`src/rtl/sw_debounce_pkg.sv`:
```
// Shared defaults and helpers for the sw_debounce_pr partition payload.
package sw_debounce_pkg;

    localparam int SW_WIDTH           = 8;
    localparam int SW_DEBOUNCE_CYCLES = 16;

    function automatic int cnt_width(input int n);
        return $clog2(n);
    endfunction

endpackage

```
`src/rtl/debounce_bit.sv`:
```
// One switch lane: 2-flop synchronizer, stability counter, stable level,
// change pulse and optional press-toggle LED.
module debounce_bit
    import sw_debounce_pkg::*;
#(
    parameter int DEBOUNCE_CYCLES = SW_DEBOUNCE_CYCLES,
    parameter int TOGGLE          = 0
) (
    input  logic clk_i,
    input  logic rst_ni,
    input  logic sw_i,
    output logic led_o,
    output logic changed_o
);

    localparam int              CW      = cnt_width(DEBOUNCE_CYCLES);
    localparam logic [CW-1:0]   CNT_MAX = CW'(DEBOUNCE_CYCLES - 1);

    logic          sync1_q, sync2_q;
    logic          stable_q, stable_d;
    logic          changed_q;
    logic [CW-1:0] cnt_q, cnt_d;
    logic          update;

    // The counter stops at CNT_MAX: the sample that would go past it
    // commits the new level instead, so it can never wrap.
    always_comb begin
        update   = (sync2_q != stable_q) && (cnt_q == CNT_MAX);
        stable_d = update ? sync2_q : stable_q;
        if (sync2_q == stable_q || update)
            cnt_d = '0;
        else
            cnt_d = cnt_q + CW'(1);
    end

    always_ff @(posedge clk_i or negedge rst_ni) begin
        if (!rst_ni) begin
            sync1_q   <= 1'b0;
            sync2_q   <= 1'b0;
            stable_q  <= 1'b0;
            cnt_q     <= '0;
            changed_q <= 1'b0;
        end else begin
            sync1_q   <= sw_i;
            sync2_q   <= sync1_q;
            stable_q  <= stable_d;
            cnt_q     <= cnt_d;
            changed_q <= update;
        end
    end

    assign changed_o = changed_q;

    if (TOGGLE != 0) begin : g_toggle
        logic led_q, led_d;

        // Only a committed rise flips the LED; committed falls are ignored.
        assign led_d = led_q ^ (update & sync2_q);

        always_ff @(posedge clk_i or negedge rst_ni) begin
            if (!rst_ni) led_q <= 1'b0;
            else         led_q <= led_d;
        end

        assign led_o = led_q;
    end else begin : g_level
        assign led_o = stable_q;
    end

endmodule

```
`src/rtl/sw_debounce_pr.sv`:
```
// PR-region payload: debounces raw switch bits into LED bits, one
// independent debounce_bit lane per switch.
module sw_debounce_pr
    import sw_debounce_pkg::*;
#(
    parameter int WIDTH           = SW_WIDTH,
    parameter int DEBOUNCE_CYCLES = SW_DEBOUNCE_CYCLES,
    parameter int TOGGLE          = 0
) (
    input  logic             clk,
    input  logic             rst_n,
    input  logic [WIDTH-1:0] sw,
    output logic [WIDTH-1:0] led,
    output logic [WIDTH-1:0] sw_changed
);

    for (genvar i = 0; i < WIDTH; i++) begin : g_lane
        debounce_bit #(
            .DEBOUNCE_CYCLES (DEBOUNCE_CYCLES),
            .TOGGLE          (TOGGLE)
        ) u_bit (
            .clk_i     (clk),
            .rst_ni    (rst_n),
            .sw_i      (sw[i]),
            .led_o     (led[i]),
            .changed_o (sw_changed[i])
        );
    end

endmodule

```
`config.mk`:
```
export PLATFORM = sky130hd
export DESIGN_NAME = sw_debounce_pr
export DESIGN_NICKNAME = d
export VERILOG_FILES = /design/src/rtl/sw_debounce_pkg.sv /design/src/rtl/debounce_bit.sv /design/src/rtl/sw_debounce_pr.sv
export SDC_FILE = /design/constraint.sdc
export NUM_CORES = 1
export LEC_CHECK = 0
export CELL_PAD_IN_SITES_DETAIL_PLACEMENT = 1
export CELL_PAD_IN_SITES_GLOBAL_PLACEMENT = 1
export CORE_MARGIN = 8
export CORE_UTILIZATION = 40
export CTS_BUF_LIST = sky130_fd_sc_hd__clkbuf_4 sky130_fd_sc_hd__clkbuf_8
export DETAILED_ROUTE_END_ITERATION = 10
export GPL_ROUTABILITY_DRIVEN = 0
export GPL_TIMING_DRIVEN = 0
export PLACE_DENSITY = 0.76
export SYNTH_ARGS = -nofsm -noshare
export SYNTH_HDL_FRONTEND = slang
export SYNTH_SLANG_ARGS = --single-unit
export TNS_END_PERCENT = 5
```
`constraint.sdc`:
```
create_clock -name clk -period 3.09 [get_ports clk]
set_input_delay 0.618 -clock clk [delete_from_list [all_inputs] [get_ports clk]]
set_output_delay 0.618 -clock clk [all_outputs]
set_load 0.02 [all_outputs]
```
==> out/summary.txt <==
Status -> finished, final reports clean
Die area -> 8840 um2
Num rows -> 28
Sinks on Clock Net -> 64
Pwr per Cell Area -> 601.7 nW/um2
Port Buf Inserts -> 25
Cell with the most instances after synthesis -> dfrtp_1
Max Cap Violations -> 0
Final Hold Viols -> 0
Cell taking the most area after synthesis -> dfrtp_1
FILL cells -> 622
Routed WL -> 3.848 mm
CP Capture Type -> primary output
Cells after DPL -> 292
Routed wire per std cell -> 12.49 um
Core ar. -> 5921 um2
RSZ-0062 raised after global routing -> no
CP top delay family -> buffers and inverters
CP max stage delay -> 0.59 ns
Mapped Cells -> 192
Placed standard-cell area -> 2776 um2
ANT nets after route -> 0
CTS clk-pin slew, worst paths -> 0.06 ns
Syn Nets -> 210
Post-cts sizing count -> 0
Critical path class -> reg -> out
Antenna cell count -> 0
Cell Count, Final, Fillers Out -> 308
Hold buffers post-CTS -> 0
Fmax -> 488.4 MHz
Yosys warning count -> 0
Largest net degree at the start of global routing -> 65
CTS Buf Count -> 9
DR DRC count -> 0
Max-slew headroom -> 49.02%
Area Overhead vs Synth -> 23.90%
Hold Crit Class -> reg -> reg
CTS root buf -> clkbuf_8
Worst-Margin Slew -> 0.7647 ns
IO Pins -> 26
Worst setup slack after layout -> 1.043 ns
Pre-CTS WS -> 1.372 ns
Final #Nets -> 246
Mapped Avg Cell Area -> 12.68 um2
WP data required -> 2.47 ns
Clock Tree Buf Depth -> 2
Unique masters post-synth -> 12
Cell area after layout -> 3017 um2
Post-synth EDFFs -> 0
Post-synthesis sequential area ratio -> 65.78%
CTS tree -> done
Total power -> 1815 uW
Drt first pass iters -> 4
Global-route wire length before repair -> 6.900 mm
Synthesized area -> 2435 um2
Buffers & Inverters on Critical Path -> 2
1st-iter DRT viols -> 60
Synth Flop Type -> dfrtp_1
Vias per inst -> 4.532
Critical Path Slowest Stage Cell -> clkdlybuf4s50_1
WP data arrival -> 1.43 ns
Layout Skew -> 0.008332 ns
Synth Register Bits -> 64
CP cell instances -> buf_4, clkdlybuf4s50_1
H-tree levels -> 3
Worst Path Max Fanout -> 3
Fin. max-slew vios -> 0
Async S/R FF share, synth -> 100.0%
Tcrit/Tclk final -> 66.26%
Max IR drop VDD -> 0.0002598 V
Overall global routing resource usage -> 10.37%
Startpoint types -> register
Post-synth top cells -> dfrtp_1, nor2_1, buf_4, nand3_1, xnor2_1
Hpwl dp -> 2.678 mm
Vias -> 1396
Postcts setup bufs -> 0
Die Y -> 94.02 um
Min Hold Slack -> 0.3527 ns
Total leakage power -> 0.001461 uW
Die Span X -> 94.02 um
Minimum clock period -> 2.047 ns
Initial antenna violation count -> 0
Initial core utilization -> 41.12%
Skew-Pair Late Insertion Delay -> 0.32 ns
Endpoints failing setup -> 0
Global route total overflow -> 0
Share of cells above drive strength 1 -> 14.59%
Top cell type's share of synthesized area -> 65.78%
Synth top area cells -> dfrtp_1, nor2_1, xnor2_1, buf_4, ha_1
Vias in the first global route -> 1573
through the flow:
stage,utilization [%],setup TNS [ns]
floorplan,-,0
CTS,50.95,0
detailed placement,46.89,0
finish,50.95,0
global route,50.95,0
global placement,46.94,-41.20
final cells by class:
class                           instances  area (um2)  share of cell area, %
Buffer                                 16       120.1                  3.982
Clock buffer                           14       180.2                  5.973
Clock inverter                          2       60.06                  1.991
Inverter                                8       30.03                 0.9954
Multi-Input combinational cell        104       683.2                  22.65
Sequential cell                        64        1602                  53.09
Tap cell                               75       93.84                  3.111
Timing Repair Buffer                   25       247.7                  8.212
cell usage in the layout, fill, tap and decap left out, drive strengths merged:
cell and n:
nand2b 7, clkbuf 14, xnor2 16, bufinv 2, ha 8, clkdlybuf4s50 24
a31o 1, xor2 8, buf 17, nand3 16, dfrtp 64, mux2 8
inv 8, nor2 40
state kept, by name (all words and copies together), names as in the netlist:
name	count
g_lane.u_bit.sync2_q	8
g_lane.u_bit.led_o	8
g_lane.u_bit.changed_o	8
g_lane.u_bit.sync1_q	8
g_lane.u_bit.cnt_q	32
layer usage:
layer	GRT usage, %	up-vias	part of all wire (%)
met1	11.13	694	42
li1	-	669	-
met4	8.851	0	3.0
met5	0	-	0
met3	3.437	8	5.6
met2	16.22	25	50
worst paths after layout:
kind / cells after the start / slack (ns) / start / to
setup / recovery: 2 / 1.04 / g_lane[6].u_bit.led_o / led[6]
hold / removal: 0 / 0.35 / g_lane[3].u_bit.sync1_q / g_lane[3].u_bit.sync2_q
setup reg to reg: 3 / 1.86 / g_lane[2].u_bit.cnt_q[0] / g_lane[2].u_bit.led_o
hold reg to reg: 0 / 0.35 / g_lane[3].u_bit.sync1_q / g_lane[3].u_bit.sync2_q
max in group asynchronous: 1 / 2.21 / rst_n / g_lane[5].u_bit.cnt_q[0]
min in group asynchronous: 1 / 0.37 / rst_n / g_lane[7].u_bit.cnt_q[3]
report_power, final:
group | switching (uW) | total, uW | internal, uW
logic | 48.7 | 88.3 | 39.6
registers | 25.4 | 900 | 874
clock network | 288 | 827 | 539
total | 362 | 1820 | 1450
cells by family after synthesis:
group / after synthesis / share of synthesized area [%]
multiplexers: 8 / 3.700
AO/OA/AOI/OAI: 1 / 0.3598
XOR/XNOR: 24 / 8.633
AND/OR/NAND/NOR: 63 / 11.25
adder cells (fa/ha/maj): 8 / 4.111
buffers and inverters: 24 / 6.167
flip-flops: 64 / 65.78
Note: power is estimated with default switching activity, not from simulation.
